## src/rtl/softmax_pkg.sv

```systemverilog
// Shared types and defaults for the softmax input front-end.
// Element/scale typedefs, FSM state encoding and default bus geometry.
package softmax_pkg;

    localparam int BUS_NUM_DEFAULT  = 8;
    localparam int IN_LANES_DEFAULT = 2;
    localparam int FIXED_W_DEFAULT  = 8;
    localparam int SCALE_W_DEFAULT  = 5;
    localparam int LEN_W_DEFAULT    = 10;

    typedef logic signed [FIXED_W_DEFAULT-1:0] fixed_t;
    typedef logic signed [SCALE_W_DEFAULT-1:0] scale_pos_t;

    typedef enum logic [1:0] {
        IDLE,
        CFG,
        RUN,
        DONE
    } state_t;

endpackage

```

## src/rtl/softmax_in_packer_lane_packer.sv

```systemverilog
// Packs narrow input beats into a wide output beat.
// Owns the pack buffer, fill pointer, lane merge and valid-mask generation.
module lane_packer
    import softmax_pkg::*;
#(
    parameter int BUS_NUM  = BUS_NUM_DEFAULT,
    parameter int IN_LANES = IN_LANES_DEFAULT,
    parameter int W        = FIXED_W_DEFAULT,
    parameter int CNT_W    = $clog2(IN_LANES + 1),
    parameter int PTR_W    = $clog2(BUS_NUM + 1)
) (
    input  logic                  clk,
    input  logic                  rst,
    input  logic                  i_hs,
    input  logic                  i_last,
    input  logic [CNT_W-1:0]      i_take,
    input  logic [IN_LANES*W-1:0] i_data,
    output logic [BUS_NUM*W-1:0]  o_data,
    output logic [BUS_NUM-1:0]    o_vld,
    output logic                  o_last
);

    logic [BUS_NUM*W-1:0] r_buf;
    logic [BUS_NUM*W-1:0] r_data;
    logic [BUS_NUM-1:0]   r_vld;
    logic                 r_last;
    logic [PTR_W-1:0]     r_ptr;

    logic [BUS_NUM*W-1:0] w_merged;
    logic [BUS_NUM-1:0]   w_mask;
    logic [PTR_W-1:0]     w_filled;
    logic                 w_full;
    logic                 w_emit;

    assign w_filled = r_ptr + PTR_W'(i_take);
    assign w_full   = (r_ptr + PTR_W'(IN_LANES)) == PTR_W'(BUS_NUM);
    assign w_emit   = i_hs & (i_last | w_full);

    // Lanes at or above the fill level are forced to zero so the
    // emitted beat never carries stale or untaken elements.
    always_comb begin
        w_merged = r_buf;
        w_mask   = '0;
        for (int j = 0; j < IN_LANES; j++) begin
            if ((int'(r_ptr) + j) < BUS_NUM) begin
                w_merged[(int'(r_ptr) + j)*W +: W] = i_data[j*W +: W];
            end
        end
        for (int l = 0; l < BUS_NUM; l++) begin
            w_mask[l] = PTR_W'(l) < w_filled;
            if (!w_mask[l]) begin
                w_merged[l*W +: W] = '0;
            end
        end
    end

    always_ff @(posedge clk) begin
        if (rst) begin
            r_buf  <= '0;
            r_data <= '0;
            r_vld  <= '0;
            r_last <= 1'b0;
            r_ptr  <= '0;
        end else begin
            r_data <= '0;
            r_vld  <= '0;
            r_last <= 1'b0;
            if (w_emit) begin
                r_data <= w_merged;
                r_vld  <= w_mask;
                r_last <= i_last;
                r_buf  <= '0;
                r_ptr  <= '0;
            end else if (i_hs) begin
                r_buf  <= w_merged;
                r_ptr  <= r_ptr + PTR_W'(IN_LANES);
            end
        end
    end

    assign o_data = r_data;
    assign o_vld  = r_vld;
    assign o_last = r_last;

endmodule

```

## src/rtl/softmax_in_packer.sv

```systemverilog
// Softmax front-end: vector FSM, length tracking and scale-position issue.
// Element packing is delegated to lane_packer.
module softmax_in_packer
    import softmax_pkg::*;
#(
    parameter int BUS_NUM          = BUS_NUM_DEFAULT,
    parameter int IN_LANES         = IN_LANES_DEFAULT,
    parameter int FIXED_DATA_WIDTH = FIXED_W_DEFAULT,
    parameter int SCALA_POS_WIDTH  = SCALE_W_DEFAULT,
    parameter int LEN_WIDTH        = LEN_W_DEFAULT
) (
    input  logic                                 clk,
    input  logic                                 rst,
    input  logic                                 cfg_start,
    input  logic [LEN_WIDTH-1:0]                 cfg_len,
    input  logic [SCALA_POS_WIDTH-1:0]           cfg_in_scale_pos,
    input  logic [SCALA_POS_WIDTH-1:0]           cfg_out_scale_pos,
    input  logic [IN_LANES*FIXED_DATA_WIDTH-1:0] in_data,
    input  logic [$clog2(IN_LANES+1)-1:0]        in_cnt,
    input  logic                                 in_valid,
    output logic                                 in_ready,
    input  logic                                 stall,
    output logic [SCALA_POS_WIDTH-1:0]           in_scale_pos,
    output logic                                 in_scale_pos_vld,
    output logic [SCALA_POS_WIDTH-1:0]           out_scale_pos,
    output logic                                 out_scale_pos_vld,
    output logic [BUS_NUM*FIXED_DATA_WIDTH-1:0]  out_fixed_data,
    output logic [BUS_NUM-1:0]                   out_fixed_data_vld,
    output logic                                 out_last,
    output logic                                 busy,
    output logic                                 done,
    output logic                                 err
);

    localparam int W     = FIXED_DATA_WIDTH;
    localparam int CNT_W = $clog2(IN_LANES + 1);

    state_t                     r_state;
    state_t                     w_next;
    logic [LEN_WIDTH-1:0]       r_remaining;
    logic [SCALA_POS_WIDTH-1:0] r_in_sp;
    logic [SCALA_POS_WIDTH-1:0] r_out_sp;
    logic                       r_err;
    logic                       r_done;

    logic                  w_hs;
    logic                  w_short;
    logic                  w_last;
    logic [CNT_W-1:0]      w_cnt;
    logic [CNT_W-1:0]      w_base;
    logic [CNT_W-1:0]      w_take;
    logic [IN_LANES*W-1:0] w_data;

    // A short beat that cannot end the vector is padded to a full beat.
    always_comb begin
        w_cnt   = (in_cnt > CNT_W'(IN_LANES)) ? CNT_W'(IN_LANES) : in_cnt;
        w_short = (w_cnt < CNT_W'(IN_LANES))
                  && (LEN_WIDTH'(w_cnt) < r_remaining);
        w_base  = w_short ? CNT_W'(IN_LANES) : w_cnt;
        w_take  = (r_remaining < LEN_WIDTH'(w_base))
                  ? CNT_W'(r_remaining) : w_base;
        w_last  = r_remaining == LEN_WIDTH'(w_take);
        w_data  = '0;
        for (int j = 0; j < IN_LANES; j++) begin
            if (CNT_W'(j) < w_cnt) begin
                w_data[j*W +: W] = in_data[j*W +: W];
            end
        end
    end

    assign w_hs = in_valid & in_ready;

    always_comb begin
        w_next   = r_state;
        in_ready = 1'b0;
        unique case (r_state)
            IDLE: begin
                if (cfg_start && (cfg_len != '0)) begin
                    w_next = CFG;
                end
            end
            CFG: begin
                w_next = RUN;
            end
            RUN: begin
                in_ready = ~stall;
                if (in_valid && !stall && w_last) begin
                    w_next = DONE;
                end
            end
            DONE: begin
                w_next = IDLE;
            end
            default: begin
                w_next = IDLE;
            end
        endcase
    end

    always_ff @(posedge clk) begin
        if (rst) begin
            r_state     <= IDLE;
            r_remaining <= '0;
            r_in_sp     <= '0;
            r_out_sp    <= '0;
            r_err       <= 1'b0;
            r_done      <= 1'b0;
        end else begin
            r_state <= w_next;
            r_done  <= r_state == DONE;
            if ((r_state == IDLE) && cfg_start) begin
                if (cfg_len != '0) begin
                    r_remaining <= cfg_len;
                    r_in_sp     <= cfg_in_scale_pos;
                    r_out_sp    <= cfg_out_scale_pos;
                    r_err       <= 1'b0;
                end else begin
                    r_err       <= 1'b1;
                end
            end
            if (w_hs) begin
                r_remaining <= r_remaining - LEN_WIDTH'(w_take);
                if (w_short) begin
                    r_err <= 1'b1;
                end
            end
        end
    end

    lane_packer #(
        .BUS_NUM  (BUS_NUM),
        .IN_LANES (IN_LANES),
        .W        (W)
    ) u_lane_packer (
        .clk    (clk),
        .rst    (rst),
        .i_hs   (w_hs),
        .i_last (w_last),
        .i_take (w_take),
        .i_data (w_data),
        .o_data (out_fixed_data),
        .o_vld  (out_fixed_data_vld),
        .o_last (out_last)
    );

    assign in_scale_pos      = r_in_sp;
    assign out_scale_pos     = r_out_sp;
    assign in_scale_pos_vld  = r_state == CFG;
    assign out_scale_pos_vld = r_state == CFG;
    assign busy              = r_state != IDLE;
    assign done              = r_done;
    assign err               = r_err;

endmodule

```

## config.mk

```make
export PLATFORM = sky130hd
export DESIGN_NAME = softmax_in_packer
export DESIGN_NICKNAME = d
export VERILOG_FILES = /design/src/rtl/softmax_pkg.sv /design/src/rtl/softmax_in_packer_lane_packer.sv /design/src/rtl/softmax_in_packer.sv
export SDC_FILE = /design/constraint.sdc
export NUM_CORES = 1
export LEC_CHECK = 0
export ABC_CLOCK_PERIOD_IN_PS = 3900
export CAP_MARGIN = 20
export CORE_ASPECT_RATIO = 1.75
export CORE_UTILIZATION = 45
export DETAILED_ROUTE_END_ITERATION = 7
export GPL_TIMING_DRIVEN = 1
export PLACE_DENSITY = 0.74
export SLEW_MARGIN = 20
export SYNTH_ARGS = -nofsm -noshare
export SYNTH_HDL_FRONTEND = slang
export SYNTH_SLANG_ARGS = --single-unit
```

## constraint.sdc

```tcl
create_clock -name clk -period 3.9 [get_ports clk]
set_input_delay 0.78 -clock clk [delete_from_list [all_inputs] [get_ports clk]]
set_output_delay 0.78 -clock clk [all_outputs]
set_load 0.02 [all_outputs]
```

# Word-level counts from Yosys, hierarchy flattened
# Index checks and enable logic that the tools add are counted.
# word_totals
regBits	165
out_inout_bits	89
elab_cells	93
# classes
addsub	6
n_lt_le_gt_ge	16
n_eq_ne	7
shifts	4
mux	28
bitwise_logic	5
reduce_logical	16
# ops
op	count
64-bit bitwise mux	2
64-bit two-way mux	2
8-bit by 33-bit variable shift with 64-bit output (first input constant)	2
8-bit by 33-bit indexed part select with 64-bit output	2
8-bit two-way mux	10
32-bit negation with 33-bit output	1
7-bit negation with 33-bit output	1
32-bit by 5-bit < comparator with 1-bit output (second input constant)	1
10-bit two-way mux	3
3-bit by 4-bit < comparator with 1-bit output (first input constant)	4
10-bit by 2-bit == test with 1-bit output	1
10-bit by 2-bit < comparator with 1-bit output	1
2-bit by 10-bit < comparator with 1-bit output	1
2-bit two-way mux	5
10-bit nonzero test	1
10-bit by 2-bit subtractor with 10-bit output	1
1-bit by 4-bit < comparator with 1-bit output (first input constant)	2
2-bit by 4-bit < comparator with 1-bit output (first input constant)	2
2-bit one-hot mux with 4 select lines	1
2-bit AND reduction	3
2-bit nonzero test	3
4-bit by 1-bit adder with 5-bit output (second input constant)	1
1-bit logical AND	5
1-bit two-way mux	5
other kinds (16)	22

# Logic depth before layout (Yosys ltp)
# Gate-level depths: netlist of run 1.
# depth
depth_word	12
ltp_mapped	17
ltp_nobuf	15

# Hierarchy
# Synthesis of run 1 repeated with hierarchy kept, for this count alone.
# hier_totals
cells_unflattened	705
hier_area_um2	6742.7
# modules_own_cells
module	n_inst	cells_per_inst	area_per_inst_um2
lane_packer	1	531	5252.5
softmax_in_packer	1	174	1490.2

# Least setup slack after synthesis of run 1
# No wires, ideal clock.
# synth_path
path_kind	flip-flop to flip-flop
startpoint	register r_remaining[5]
endpoint	register u_lane_packer.r_buf[16]
setup_ns	0.125
arrival_ns	3.968
slack_ns	-0.192
stages_incl_launch_ff	16
path_buffers	2
path_cell_list	dfxtp_1 > or4_4 > or2_4 > buf_6 > nor3_1 > ha_1 > a21boi_0 > o31ai_1 > o21ai_0 > ha_1 > nand2_1 > o32ai_1 > nor3_1 > a31o_2 > buf_2 > o2bb2ai_1
# synth_between
elab_chain_cells	9
elab_cells_between_ends	12
cone_classes	add/sub (1); order compare (3); eq/ne (1); mux (3); bitwise (2); reduce/logical (2)
# synth_lines
item	line_no	source
start: declaration	softmax_in_packer.sv:40	logic [LEN_WIDTH-1:0] r_remaining;
start signal: assignment	softmax_in_packer.sv:113	r_remaining <= cfg_len;
start signal: assignment	softmax_in_packer.sv:122	r_remaining <= r_remaining - LEN_WIDTH'(w_take);
branches (longest 9 deep; another with 2-bit by 10-bit < comparator with 1-bit output)	-	
end signal: assignment	softmax_in_packer_lane_packer.sv:75	r_buf <= w_merged;
end: declaration	softmax_in_packer_lane_packer.sv:23	logic [BUS_NUM*W-1:0] r_buf;
# Parallel ways; which one is timed is not known.
# A chain may end at the register's enable or synchronous reset.

# Worst setup path after layout of run 1
# layout_path
startpoint	register r_remaining[9]
endpoint	register r_remaining[8]
# layout_between
elab_chain_cells	7
# layout_lines
item	line_no	source
2-bit by 10-bit < comparator with 1-bit output	softmax_in_packer.sv:58	&& (LEN_WIDTH'(w_cnt) < r_remaining);
1-bit logical AND	softmax_in_packer.sv:58	
2-bit two-way mux	softmax_in_packer.sv:59	w_base = w_short ? CNT_W'(IN_LANES) : w_cnt;
10-bit by 2-bit < comparator with 1-bit output	softmax_in_packer.sv:60	w_take = (r_remaining < LEN_WIDTH'(w_base))
2-bit two-way mux (*)	softmax_in_packer.sv:61	? CNT_W'(r_remaining) : w_base;
10-bit by 2-bit subtractor with 10-bit output (*)	softmax_in_packer.sv:122	
10-bit two-way mux (*)	softmax_in_packer.sv:121	if (w_hs) begin
# Every way passes the cells marked *; elsewhere a longest branch is shown, timed or not.

==> results of run 1 <==
==> worst max-delay path by stage <==
stage          depth (start not counted)            from                       end  slack [ns]
2_1_floorplan                         14  r_remaining[2]            r_remaining[8]       0.009
5_1_grt                               13  r_remaining[9]            r_remaining[8]       -0.06
3_3_place_gp                          15       in_cnt[1]  u_lane_packer.o_data[55]       -0.44
4_1_cts                               13  r_remaining[8]            r_remaining[8]        0.04
3_5_place_dp                          15       in_cnt[1]  u_lane_packer.o_data[52]       -0.57
6_report                              13  r_remaining[9]            r_remaining[8]       -0.02
==> worst reg2reg max path: stages, from the launching register on <==
cell and delay, ns:
dfxtp_2 0.33, or4_4 0.54, or2_4 0.28, nor3_4 0.24, ha_4 0.25, o22a_2 0.24, nor3_2 0.19, ha_2 0.22
inv_2 0.04, fa_2 0.40, or3_4 0.35, or4_4 0.44, a2bb2oi_2 0.15, a21oi_1 0.17
==> through the flow <==
step / cells / hold slack, ns / setup slack, ns / setup TNS, ns / utilization, %
after floorplan: 709 / 0.4317 / 0.008975 / 0 / -
after global placement: 1025 / 0.4435 / -0.4410 / -39.79 / 58.07
after detailed placement: 1025 / 0.4468 / -0.5659 / -59.08 / 58.07
after CTS: 1058 / 0.4692 / 0.04237 / 0 / 62.59
after global routing: 1063 / 0.4815 / -0.06309 / -1.126 / 63.62
final: 1063 / 0.4648 / -0.02339 / -0.02339 / 63.62
==> logic make-up after synthesis <==
group                    after synthesis
AND/OR/NAND/NOR                      270
XOR/XNOR                               3
AO/OA/AOI/OAI                        171
multiplexers                          21
adder cells (fa/ha/maj)               19
buffers and inverters                 61
flip-flops                           164
==> state kept, by name, indices dropped and copies added (netlist names) <==
signal and cells:
done 1, err 1, in_scale_pos 5, out_scale_pos 5
r_remaining 10, r_state 2, u_lane_packer.o_data 64, u_lane_packer.o_last 1
u_lane_packer.o_vld 8, u_lane_packer.r_buf 64, u_lane_packer.r_ptr 3
==> layer usage <==
| layer | share of wire [%] | up-vias |
|---|---|---|
| li1 | - | 2836 |
| met1 | 36 | 2842 |
| met2 | 56 | 198 |
| met3 | 3.6 | 69 |
| met4 | 4.9 | 0 |
| met5 | 0 | - |
==> repair_timing <==
action	4_1_cts	5_1_grt
pin swaps	7	10
setup buffers	1	5
endpoints found under the setup margin	34	98
resized for setup	5	23
==> report_power, final <==
| group | switching, mW | total, mW | leakage, nW | internal [mW] |
|---|---|---|---|---|
| clock | 0.778 | 1.70 | 0.296 | 0.923 |
| combinational | 0.734 | 1.35 | 1.73 | 0.617 |
| sequential | 0.0508 | 1.78 | 1.32 | 1.73 |
| total | 1.56 | 4.84 | 3.35 | 3.27 |
==> cells in the mapped netlist, types with 6 or more instances <==
cell / instances
mux2i_1: 21
o2bb2ai_1: 32
nand2b_1: 12
clkbuf_1: 26
nand2_2: 6
nor2_1: 138
buf_2: 7
dfxtp_1: 164
nand2_1: 35
ha_1: 18
nand3_1: 13
o21ai_0: 7
a21oi_1: 35
nor3_1: 12
and2_1: 14
a22oi_1: 64
inv_1: 20
==> cell type report <==
type | count | area [um^2] | share of cell area (%)
timing repair buffer | 183 | 1712 | 18.82
multi-input combinational | 484 | 3186 | 35.03
clock inverter | 15 | 186.4 | 2.050
clock buffer | 17 | 425.4 | 4.677
sequential | 164 | 3286 | 36.13
inverter | 20 | 75.07 | 0.8254
tap | 180 | 225.2 | 2.476
==> reports/results.ini, run 1 <==
[status]
status=finished, violations left
failed_checks=setup timing

[final_layout]
layout_common_cells=162 x dfxtp_1, 138 x nor2_1, 130 x clkdlybuf4s50_1
nets=932
antenna_cells=0
drive_above_1_share_pct=14.72
nFillCells=1167
stdcell_area_um2=9095
layout_commonest_cell=dfxtp_1
area_delta_synth_final_pct=38.56

[synthesis]
synth_area_um2=6564
syn_nets=771
synth_cell_types=60
synthMuxAreaShare_pct=3.202
synthFlopType=dfxtp_1
synth_compound_area_share_pct=19.20
yosysTopAreaCell=dfxtp_1
yosysWarnings=0
synth-edff-count=0
synth-xor-area-share_pct=0.4003
synth_seq_area_share_pct=50.02
yosys-top-cells-area=dfxtp_1 50%, nor2_1 7.9%, a22oi_1 7.3%, o2bb2ai_1 4.3%, ha_1 3.4%
synth-simple-area-share_pct=19.48
synthArstFlopShare_pct=0
ys_seq_elements=164
synth_cells=709
synthAdderAreaFrac_pct=3.736
synth_top_family_by_area=simple AND/OR/NAND/NOR gates
synth_top_area_share_pct=50.02
postSynthAreaPerCell_um2=9.258

[critical_path]
r2r-end=r_remaining[8]
crit_chain=or4_4 > or2_4 > nor3_4 > ha_4 > o22a_2 > nor3_2 > ha_2 > inv_2 > fa_2 > or3_4 > or4_4 > a2bb2oi_2 > a21oi_1
path_buf_inv=1
slowest_delay_ns=0.54
cp_data_arrival_time_ns=4.26
path_class=reg2reg
critPathTopFamily=simple AND/OR/NAND/NOR gates
required_ns=4.24
reg2reg_slack_ns=-0.02
crit_path_frequent_cell=or4_4
slowest_stage=or4_4
endpoint_kind=flip-flop
r2r-start=r_remaining[9]
r2r_cells=13
start_kind=flip-flop
worst-path-max-fanout=3

[drt]
wl_mm=18.15
drtIter0Drc=255
wl_per_cell_um=17.08
num_vias=5945
drt-pass1-iter-count=5
final_antenna_net_count=0
drc=0
via_per_inst=5.593

[clock_network]
cts_buffers=17
clkLatencyLatePin_ns=0.43
cts_tree=yes
cts_buffer_depth=2
htree_levels=4
clock-sinks=164
ctsHoldBuffers=0
clockRootBuffer=clkbuf_16
clk_pin_slew_ns=0.07

[global_route]
antenna_found_initial=0
gr-usage-met2_pct=45.82
use_met1_pct=24.05
grt.busiest_layer=met2
overflow=0
track_usage_pct=24.42
grt_use_met3_pct=3.933
grt_pass1_wl_mm=28.57
grt_max_degree=32
grt_pass1_vias=5966

[timing]
slew_viol_final=0
min_period_ns=3.923
setup_violations=1
slew_headroom_pct=32.13
worst_slack_ns=-0.02339
max_freq_mhz=254.9
worst_pin_slew_ns=1.010
fin_crit_sh_pct=100.6
hold_viol=0
skew_ns=0.02005
rsz0062_at_grt=true

[placed_design]
placed_area_um2=8302
port_buffers=131
hpwlAfterDp_mm=13.16
gp_congestion=0.8956

[floorplanning]
num_rows=58
core_um2=14300
dieHeight_um=161.8
die-width_um=93.30
die-area_um2=15090
io_pins=132
initial_core_util_pct=45.91

[hold_path]
min_to=u_lane_packer.r_buf[3]
min_path_cells=1
worstHoldStart=u_lane_packer.r_buf[3]
min_path_type=reg2reg

[run]
maxCapViolations=0

[power_and_ir_drop]
total_power_mw=4.835
power_per_cell_area_nw_per_um2=531.6
peakVddDrop_mv=0.3599
leakagePower_nw=3.349

(Power assumes the default switching activity.)
==> run 2: changes to the inputs <==
--- a/config.mk
+++ b/config.mk
@@ -12,6 +12,8 @@
 export DETAILED_ROUTE_END_ITERATION = 7
 export GPL_TIMING_DRIVEN = 1
 export PLACE_DENSITY = 0.74
+export SETUP_SLACK_MARGIN = 0.1
+export SKIP_CTS_REPAIR_TIMING = 1
 export SLEW_MARGIN = 20
 export SYNTH_ARGS = -nofsm -noshare
 export SYNTH_HDL_FRONTEND = slang
==> run 2 against run 1 <==
Compared with the run above:
- the flow now finishes without violations
- first-iteration DRC count is 36% higher
- clock power decreased by 2%
- critical path depth is 2 higher
- global-route usage about the same
- final cell count increased by 0.66%
- sequential power hardly changed
- design area is 4.2% higher
- register-to-register slack gained 0.04 ns
- die area did not move
- via count is 0.82% higher
- critical path type unchanged
- critical endpoint is now u_lane_packer.r_buf[52]
- largest cell class is now multi-input combinational cells
- largest power group unchanged
==> reports/results.ini, run 2 (synthesis results as in run 1) <==
[floorplanning]
core_um2=14300
die-area_um2=15090
die-width_um=93.30
io_pins=132
dieHeight_um=161.8
initial_core_util_pct=45.91
num_rows=58

[drt]
drt-pass1-iter-count=8
drtIter0Drc=346
drc=0
num_vias=5994
via_per_inst=5.602
wl_mm=18.55
final_antenna_net_count=0
wl_per_cell_um=17.34

[critical_path]
required_ns=4.24
path_class=reg2reg
critPathTopFamily=simple AND/OR/NAND/NOR gates
start_kind=flip-flop
worst-path-max-fanout=8
endpoint_kind=flip-flop
crit_path_frequent_cell=ha_4
slowest_delay_ns=0.58
cp_data_arrival_time_ns=4.22
path_buf_inv=2
crit_chain=or4_4 > or2_4 > nor3_4 > ha_4 > a21boi_1 > o31ai_2 > buf_4 > o21a_1 > ha_2 > ha_4 > o211ai_1 > or4_1 > a31oi_2 > buf_6 > o2bb2ai_1
slowest_stage=or4_4

[clock_network]
clkLatencyLatePin_ns=0.42
cts_buffer_depth=2
clock-sinks=164
clk_pin_slew_ns=0.07
clockRootBuffer=clkbuf_16
cts_tree=yes
htree_levels=4
cts_buffers=17

[timing]
fin_crit_sh_pct=99.50
timing.hold.ws_ns=0.4657
worst_slack_ns=0.01942
worst_pin_slew_ns=0.5914
max_freq_mhz=257.7
hold_viol=0
slew_viol_final=0
rsz0062_at_grt=true
min_period_ns=3.881
skew_ns=0.01023
setup_tns_ns=0
setup_violations=0
slew_headroom_pct=60.52

[global_route]
overflow=0
grt_pass1_vias=5862
grt_pass1_wl_mm=28.83
track_usage_pct=24.47
grt_max_degree=32
antenna_found_initial=0

[hold_path]
min_path_type=reg2reg

[power_and_ir_drop]
total_power_mw=4.861
leakagePower_nw=3.480
peakVddDrop_mv=0.3285
power_per_cell_area_nw_per_um2=512.9

[final_layout]
stdcell_area_um2=9478
drive_above_1_share_pct=20.11
antenna_cells=0
layout_common_cells=163 x dfxtp_1, 136 x nor2_1, 131 x clkdlybuf4s50_1
layout_commonest_cell=dfxtp_1
nets=939
area_delta_synth_final_pct=44.40

[placed_design]
port_buffers=131
gp_congestion=0.9106
place_ws_ns=-0.5204
placed_area_um2=8383
hpwlAfterDp_mm=13.04

[run]
maxCapViolations=0

[status]
status=finished clean

## run 2: changes by cell type in the layout (fill, tap and decap cells not counted), sizes merged
cell and change:
buf +6, clkdlybuf4s50 +1, bufinv -1, dlygate4sd2 -1, clkinvlp -1, inv +2
clkbuf +2, clkinv -1
## run 2: per-layer routing
layer	global-route usage [%]	vias to the layer above	wire length [um]	share of wire, %
li1	-	2855	-	-
met1	25.44	2888	6725	36
met2	44.89	202	10350	56
met3	4.120	49	741	4.0
met4	14.76	0	735	4.0
met5	0	-	0	0
## run 2: layout make-up
| type | instances | area, um^2 |
|---|---|---|
| inverter | 20 | 75.07 |
| multi-input combinational | 484 | 3481 |
| clock buffer | 18 | 439.2 |
| clock inverter | 14 | 155.1 |
| timing repair buffer | 190 | 1815 |
| fill | 1084 | 4818 |
| sequential | 164 | 3287 |
| tap | 180 | 225.2 |
## run 2: power breakdown
part | switching, mW | leakage (nW) | internal (mW)
Combinational | 0.783 | 1.86 | 0.634
Sequential | 0.0536 | 1.32 | 1.73
Clock | 0.777 | 0.294 | 0.880
## run 2: stage by stage
step	instances	util, %
3_5_place_dp	1031	58.64
2_1_floorplan	709	-
4_1_cts	1063	62.80
6_report	1070	66.30
5_1_grt	1070	66.30
3_3_place_gp	1031	58.64
## run 2: worst paths after layout
kind                                 from                      end  slack (ns)  depth (start not counted)
hold / removal    u_lane_packer.r_buf[53]  u_lane_packer.r_buf[53]        0.47                          1
hold reg to reg   u_lane_packer.r_buf[53]  u_lane_packer.r_buf[53]        0.47                          1
setup reg to reg           r_remaining[6]  u_lane_packer.r_buf[52]        0.02                         15
setup / recovery           r_remaining[6]  u_lane_packer.r_buf[52]        0.02                         15
==> run 3: changes to the inputs <==
--- a/config.mk
+++ b/config.mk
@@ -5,7 +5,6 @@
 export SDC_FILE = /design/constraint.sdc
 export NUM_CORES = 1
 export LEC_CHECK = 0
-export ABC_CLOCK_PERIOD_IN_PS = 3900
 export CAP_MARGIN = 20
 export CORE_ASPECT_RATIO = 1.75
 export CORE_UTILIZATION = 45
==> results of run 3 <==
Final layout, timing and power as in run 2 (identical DEF).
